File: config.mk
export PLATFORM = sky130hd
export DESIGN_NAME = imem_dmem_port_arbiter_flat
export DESIGN_NICKNAME = d
export VERILOG_FILES = /design/src/rtl/imem_dmem_port_arbiter_if.sv /design/src/rtl/imem_dmem_port_arbiter.sv /design/src/flat_wrapper.sv
export SDC_FILE = /design/constraint.sdc
export NUM_CORES = 1
export LEC_CHECK = 0
export BUFFER_PORTS_ARGS = -buffer_cell sky130_fd_sc_hd__buf_2
export CAP_MARGIN = 30
export CORE_MARGIN = 4
export CORE_UTILIZATION = 23
export DETAILED_ROUTE_END_ITERATION = 8
export GPL_TIMING_DRIVEN = 0
export PLACE_DENSITY_LB_ADDON = 0.05
export SETUP_SLACK_MARGIN = 0.2
export SYNTH_ARGS = -nofsm -noshare
export SYNTH_HDL_FRONTEND = slang
export SYNTH_SLANG_ARGS = --single-unit
File: constraint.sdc
create_clock -name clk1 -period 2 [get_ports clk1]
set_input_delay 0.1 -clock clk1 [delete_from_list [all_inputs] [get_ports clk1]]
set_output_delay 0.1 -clock clk1 [all_outputs]
set_load 0.02 [all_outputs]
File: src/rtl/imem_dmem_port_arbiter_if.sv
// Request/acknowledge and memory-port bundle between the IF/MEM requesters, the memory and the arbiter.
// slave = arbiter side, master = requesters plus memory.
interface imem_dmem_port_arbiter_if #(
    parameter int ADDR_W = 10,
    parameter int DATA_W = 32
);
    logic              if_req;
    logic [ADDR_W-1:0] if_addr;
    logic              if_ack;
    logic [DATA_W-1:0] if_rdata;

    logic              dm_req;
    logic              dm_we;
    logic [ADDR_W-1:0] dm_addr;
    logic [DATA_W-1:0] dm_wdata;
    logic              dm_ack;
    logic [DATA_W-1:0] dm_rdata;

    logic              mem_en;
    logic              mem_we;
    logic [ADDR_W-1:0] mem_addr;
    logic [DATA_W-1:0] mem_wdata;
    logic [DATA_W-1:0] mem_rdata;

    modport slave (
        input  if_req, if_addr, dm_req, dm_we, dm_addr, dm_wdata, mem_rdata,
        output if_ack, if_rdata, dm_ack, dm_rdata, mem_en, mem_we, mem_addr, mem_wdata
    );

    modport master (
        output if_req, if_addr, dm_req, dm_we, dm_addr, dm_wdata, mem_rdata,
        input  if_ack, if_rdata, dm_ack, dm_rdata, mem_en, mem_we, mem_addr, mem_wdata
    );
endinterface

File: src/rtl/imem_dmem_port_arbiter.sv
// Single-port memory arbiter between instruction fetch and load/store, data-priority with fetch anti-starvation.
// Optional macro ARB_FLUSH_EN adds if_flush, which cancels an in-flight or pending fetch.
module imem_dmem_port_arbiter #(
    parameter int ADDR_W     = 10,
    parameter int DATA_W     = 32,
    parameter int MEM_LAT    = 1,
    parameter int STARVE_MAX = 4
) (
    input  logic clk1,
    input  logic rst,
`ifdef ARB_FLUSH_EN
    input  logic if_flush,
`endif
    output logic busy,
    imem_dmem_port_arbiter_if.slave bus
);
    typedef enum logic [1:0] {IDLE, ISSUE, WAIT, RESP} state_t;

    state_t            state;
    logic              grant_if;
    logic              flushed;
    logic [2:0]        lat_cnt;
    logic [3:0]        starve_cnt;

    logic              flush;
    logic              if_elig;
    logic              pick_if;
    logic [ADDR_W-1:0] grant_addr;
    logic [DATA_W-1:0] grant_wdata;

`ifdef ARB_FLUSH_EN
    assign flush = if_flush;
`else
    assign flush = 1'b0;
`endif

    assign if_elig     = bus.if_req & ~flush;
    assign pick_if     = if_elig & (~bus.dm_req | (starve_cnt == 4'(STARVE_MAX)));
    assign grant_addr  = pick_if ? bus.if_addr : bus.dm_addr;
    // A fetch leaves the write-data register untouched.
    assign grant_wdata = pick_if ? bus.mem_wdata : bus.dm_wdata;

    always_ff @(posedge clk1) begin
        if (rst) begin
            state         <= IDLE;
            grant_if      <= 1'b0;
            flushed       <= 1'b0;
            lat_cnt       <= '0;
            starve_cnt    <= '0;
            busy          <= 1'b0;
            bus.if_ack    <= 1'b0;
            bus.if_rdata  <= '0;
            bus.dm_ack    <= 1'b0;
            bus.dm_rdata  <= '0;
            bus.mem_en    <= 1'b0;
            bus.mem_we    <= 1'b0;
            bus.mem_addr  <= '0;
            bus.mem_wdata <= '0;
        end else begin
            // NOTE: pulse outputs default low here; a later assignment in the case below wins.
            bus.if_ack <= 1'b0;
            bus.dm_ack <= 1'b0;
            bus.mem_en <= 1'b0;
            bus.mem_we <= 1'b0;

            if (state != IDLE && grant_if && flush)
                flushed <= 1'b1;

            case (state)
                IDLE: begin
                    if (if_elig || bus.dm_req) begin
                        state         <= ISSUE;
                        busy          <= 1'b1;
                        grant_if      <= pick_if;
                        flushed       <= 1'b0;
                        bus.mem_en    <= 1'b1;
                        bus.mem_we    <= ~pick_if & bus.dm_we;
                        bus.mem_addr  <= grant_addr;
                        bus.mem_wdata <= grant_wdata;
                        if (pick_if)
                            starve_cnt <= '0;
                        else if (bus.if_req && starve_cnt != 4'(STARVE_MAX))
                            starve_cnt <= starve_cnt + 4'd1;
                    end
                end
                ISSUE: begin
                    if (bus.mem_we) begin
                        state      <= RESP;
                        bus.dm_ack <= 1'b1;
                    end else begin
                        state   <= WAIT;
                        lat_cnt <= 3'(MEM_LAT);
                    end
                end
                WAIT: begin
                    if (lat_cnt == 3'd1) begin
                        state <= RESP;
                        if (!grant_if) begin
                            bus.dm_ack   <= 1'b1;
                            bus.dm_rdata <= bus.mem_rdata;
                        end else if (!(flushed || flush)) begin
                            bus.if_ack   <= 1'b1;
                            bus.if_rdata <= bus.mem_rdata;
                        end
                    end
                    lat_cnt <= lat_cnt - 3'd1;
                end
                RESP: begin
                    state <= IDLE;
                    busy  <= 1'b0;
                end
                default: state <= IDLE;
            endcase
        end
    end
endmodule

File: src/flat_wrapper.sv
// flat-port wrapper written by rule: the top's interface ports become plain ports
module imem_dmem_port_arbiter_flat 
#(
    parameter int ADDR_W     = 10,
    parameter int DATA_W     = 32,
    parameter int MEM_LAT    = 1,
    parameter int STARVE_MAX = 4
)
  (clk1, rst, busy, bus_if_req, bus_if_addr, bus_dm_req, bus_dm_we, bus_dm_addr, bus_dm_wdata, bus_mem_rdata, bus_if_ack, bus_if_rdata, bus_dm_ack, bus_dm_rdata, bus_mem_en, bus_mem_we, bus_mem_addr, bus_mem_wdata);
  imem_dmem_port_arbiter_if #(.ADDR_W(ADDR_W), .DATA_W(DATA_W)) bus_i ();
  input  logic clk1;
  input  logic rst;
  output logic busy;
  input wire logic [$bits(bus_i.if_req)-1:0] bus_if_req;
  input wire logic [$bits(bus_i.if_addr)-1:0] bus_if_addr;
  input wire logic [$bits(bus_i.dm_req)-1:0] bus_dm_req;
  input wire logic [$bits(bus_i.dm_we)-1:0] bus_dm_we;
  input wire logic [$bits(bus_i.dm_addr)-1:0] bus_dm_addr;
  input wire logic [$bits(bus_i.dm_wdata)-1:0] bus_dm_wdata;
  input wire logic [$bits(bus_i.mem_rdata)-1:0] bus_mem_rdata;
  output wire logic [$bits(bus_i.if_ack)-1:0] bus_if_ack;
  output wire logic [$bits(bus_i.if_rdata)-1:0] bus_if_rdata;
  output wire logic [$bits(bus_i.dm_ack)-1:0] bus_dm_ack;
  output wire logic [$bits(bus_i.dm_rdata)-1:0] bus_dm_rdata;
  output wire logic [$bits(bus_i.mem_en)-1:0] bus_mem_en;
  output wire logic [$bits(bus_i.mem_we)-1:0] bus_mem_we;
  output wire logic [$bits(bus_i.mem_addr)-1:0] bus_mem_addr;
  output wire logic [$bits(bus_i.mem_wdata)-1:0] bus_mem_wdata;
  assign bus_i.if_req = bus_if_req;
  assign bus_i.if_addr = bus_if_addr;
  assign bus_i.dm_req = bus_dm_req;
  assign bus_i.dm_we = bus_dm_we;
  assign bus_i.dm_addr = bus_dm_addr;
  assign bus_i.dm_wdata = bus_dm_wdata;
  assign bus_i.mem_rdata = bus_mem_rdata;
  assign bus_if_ack = bus_i.if_ack;
  assign bus_if_rdata = bus_i.if_rdata;
  assign bus_dm_ack = bus_i.dm_ack;
  assign bus_dm_rdata = bus_i.dm_rdata;
  assign bus_mem_en = bus_i.mem_en;
  assign bus_mem_we = bus_i.mem_we;
  assign bus_mem_addr = bus_i.mem_addr;
  assign bus_mem_wdata = bus_i.mem_wdata;
  imem_dmem_port_arbiter #(.ADDR_W(ADDR_W), .DATA_W(DATA_W), .MEM_LAT(MEM_LAT), .STARVE_MAX(STARVE_MAX)) u_core (.clk1(clk1), .rst(rst), .busy(busy), .bus(bus_i));
endmodule
==> results.txt <==
----------------------------------------------------
[Floorplanning]
  Count of pins on the block boundary ... 200
  Floorplan Core Area ... between 15000 and 20000 um^2
  Floorplan die area ... about 22000 um^2
  Starting density of the core ... 0.236
  Floorplan row count ... 50
  Die width ... 147 um
  Die Ht ... 147 um

[Yosys]
  Largest area contributor in the synthesized netlist ... sky130_fd_sc_hd__dfxtp_1
  Synthesized netlist cell count ... 555
  Asr flop ratio synth ... 0
  EDFF count, synth ... 0
  Total standard cell area after synthesis ... 4460 um^2
  Adder and majority cell fraction of the synthesized area ... 0.0253
  Register bit total from synthesis ... 121
  Area fraction in and, or, nand and nor cells after synthesis ... 0.222
  Total number of yosys warnings ... 0
  Ranking of synthesized cells by area ... sky130_fd_sc_hd__dfxtp_1 54%, sky130_fd_sc_hd__nand2_1 18%, sky130_fd_sc_hd__a21oi_1 13%, sky130_fd_sc_hd__ha_1 2.5%, sky130_fd_sc_hd__a22oi_1 1.9%
  XOR/XNOR share of the synthesized area ... 0
  Synthesized netlist net count ... ~650
  Compound-Gate Fraction of Synth Area ... 0.162
  Post-synth top flop ... sky130_fd_sc_hd__dfxtp_1
  Most used standard cells in the synthesized netlist ... 211 x sky130_fd_sc_hd__nand2_1, 121 x sky130_fd_sc_hd__dfxtp_1, 114 x sky130_fd_sc_hd__a21oi_1, 22 x sky130_fd_sc_hd__clkbuf_1, 11 x sky130_fd_sc_hd__a22oi_1
  Share of Yosys cell area claimed by the top area cell type ... 0.544
  Part of the Yosys area used for sequential elements ... 0.544
  Synthesized area per cell ... 8.03 um^2
  Fraction of synthesized area in multiplexers ... 0.00225
  Combinational family with the most area after synthesis ... simple AND/OR/NAND/NOR gates
  Most common cell in the netlist ... sky130_fd_sc_hd__nand2_1
  Synth cell types ... 34

[Pwr]
  Overall power consumption ... roughly 8.1 mW
  Static Leak ... between 3 and 4 nW
  Worst VDD drop ... 0.589 mV
  Power density over cell area ... 1100 nW/um^2

[Clock tree]
  Clk_lat worst skew ... between 400 and 500 ps
  Clock tree from TritonCTS ... yes
  Clock Pin Slew Worst Setup and Hold Paths ... 60 ps
  Number of sinks driven by the clock tree ... 121
  Library cell used as clock root buffer ... sky130_fd_sc_hd__clkbuf_16
  Number of buffers added by the clock tree synthesis step ... 17
  H-tree level count ... 4
  Clk buf depth ... 2

[Cells and area]
  Post-layout util ... 0.388
  Number of standard cells in the final layout excluding fillers ... around 1.1k
  Share of post-route cells with drive strength above 1 ... 0.301
  ANT cells ... 0
  Total number of nets in the final design ... 959
  Area growth syn-to-layout ... 64.5%

[Route]
  Vias ... between 4k and 5k
  Initial drt markers ... 143
  Mean routed wirelength per cell ... 13.8 um
  Vias per std cell ... 4.20
  Iteration count of the initial detailed-routing pass ... 4
  Post-route antenna net violation count ... 0
  Number of remaining DRC errors ... 0
  Final routed wirelength across all metal layers ... 15700 um

[Placement]
  Number of cells after detailed placement ... between 1k and 1.5k
  Final Wtd Congestion ... 0.745
  PortBufs ... between 150 and 200
  Detail Placement HPWL ... 11300 um

[Worst setup path]
  Critical path type ... reg2reg
  Crit path arrival time ... 2020 ps
  Type of destination of the critical path ... flip-flop
  Worst-path maximum fanout ... 4
  CP required ... 2340 ps
  Kind of start point of the critical path ... flip-flop

[Timing]
  Pins over their slew limit ... 0
  Worst rel slew slack ... 0.564
  RSZ-0062 raised after global routing ... yes
  Min Clock Period, post-route ... 1680 ps
  Post-Route Setup TNS ... 0 ps
  Tightest Pin Transition ... 654 ps
  Worst hold slack after final layout ... 175 ps
  Highest attainable clock frequency ... just under 0.6 GHz
  Worst Clk Skew ... 8.35 ps
  Setup-failing EPs final ... 0
  Final hold vios ... 0
  Final Cycle Share ... 0.842

[Run]
  Number of max-cap violations ... 0

[Global route]
  Maximum number of pins on one net before global-route repair ... 17
  Global-route wire length before repair ... 25100 um
  Initial antenna violation count ... 0
  Global Route Usage Sum ... 0.145
  Congestion Overflow GR ... 0
  Number of global-route vias before repair ... 4886

[Run status]
  Outcome ... complete, no violations

[Worst hold path]
  Worst min-delay path category ... in2reg

----------------------------------------------------
==> metrics by stage <==
stage / instance area (um^2) / setup slack (ps)
global route: 7330 / 186
finish: 7330 / 316
global placement: 5780 / 54.4
detailed placement: 5780 / 5.65
CTS: 7280 / 177
floorplan: 4460 / 458
==> final timing paths <==
| check | start | endpoint | slack (ps) | depth (start not counted) |
|---|---|---|---|---|
| worst max-delay path | u_core.starve_cnt[0] | u_core.starve_cnt[3] | 320 | 6 |
| worst min-delay path | bus_dm_req | u_core.bus.mem_we | 170 | 4 |
| worst max register to register | u_core.starve_cnt[0] | u_core.starve_cnt[3] | 320 | 6 |
| worst min register to register | u_core.bus.if_rdata[10] | u_core.bus.if_rdata[10] | 450 | 2 |
==> what timing repair did <==
action,in CTS,in global routing
endpoints found under the hold margin,108,0
pin swaps,1,0
endpoints found under the setup margin,91,107
buffers inserted,1,0
hold buffers,87,0
resized for setup,10,29
==> state kept, by name, indices dropped and copies added, names as in the netlist <==
name                  flops
u_core.grant_if           1
u_core.bus.dm_rdata      32
u_core.lat_cnt            3
u_core.bus.if_rdata      32
u_core.bus.if_ack         1
u_core.state              2
u_core.bus.mem_we         1
u_core.starve_cnt         4
u_core.busy               1
u_core.bus.mem_addr      10
u_core.bus.dm_ack         1
u_core.bus.mem_wdata     32
u_core.bus.mem_en         1
==> layout by cell type, fill, tap and decap left out, drive strengths merged, types with 8 or more instances in the layout <==
cell type / count
nor2: 9
ha: 9
dfxtp: 121
clkbuf: 43
a21oi: 115
buf: 214
nand2: 211
inv: 8
dlygate4sd3: 87
a22oi: 11
==> layout make-up <==
type,count,area [um^2]
Buffer,37,226
Inverter,7,26.3
Clock inverter,12,149
Timing Repair Buffer,287,1870
Tap cell,260,325
Multi-Input combinational cell,390,1860
Clock buffer,20,447
Fill cell,2027,11600
Sequential cell,121,2420
==> power by group <==
group | switching [mW] | internal [mW]
Sequential | 0.162 | 2.69
Combinational | 1.26 | 0.821
Clock | 1.14 | 1.99
Total | 2.56 | 5.50
==> cells by family after synthesis <==
kind of cell | count (synthesis)
fa+ha+maj | 9
mux | 1
flops | 121
compound gates | 135
buf+inv | 44
simple gates | 245
==> critical path, cell delays in order, from the launching register on <==
cell	delay [ps]
sky130_fd_sc_hd__dfxtp_1	370
sky130_fd_sc_hd__inv_1	80
sky130_fd_sc_hd__ha_1	230
sky130_fd_sc_hd__nand3b_1	210
sky130_fd_sc_hd__nand2_1	120
sky130_fd_sc_hd__or4_1	470
sky130_fd_sc_hd__a31oi_1	130
==> metal layers <==
| metal | up-vias | GRT usage | wire, um |
|---|---|---|---|
| li1 | 2441 | - | - |
| met1 | 2148 | 0.169 | 6810 |
| met2 | 152 | 0.247 | 7530 |
| met3 | 17 | 0.0564 | 1110 |
| met4 | 0 | 0.0443 | 212 |
| met5 | - | 0 | 0 |
No activity file was read; power rests on OpenSTA's default activity.
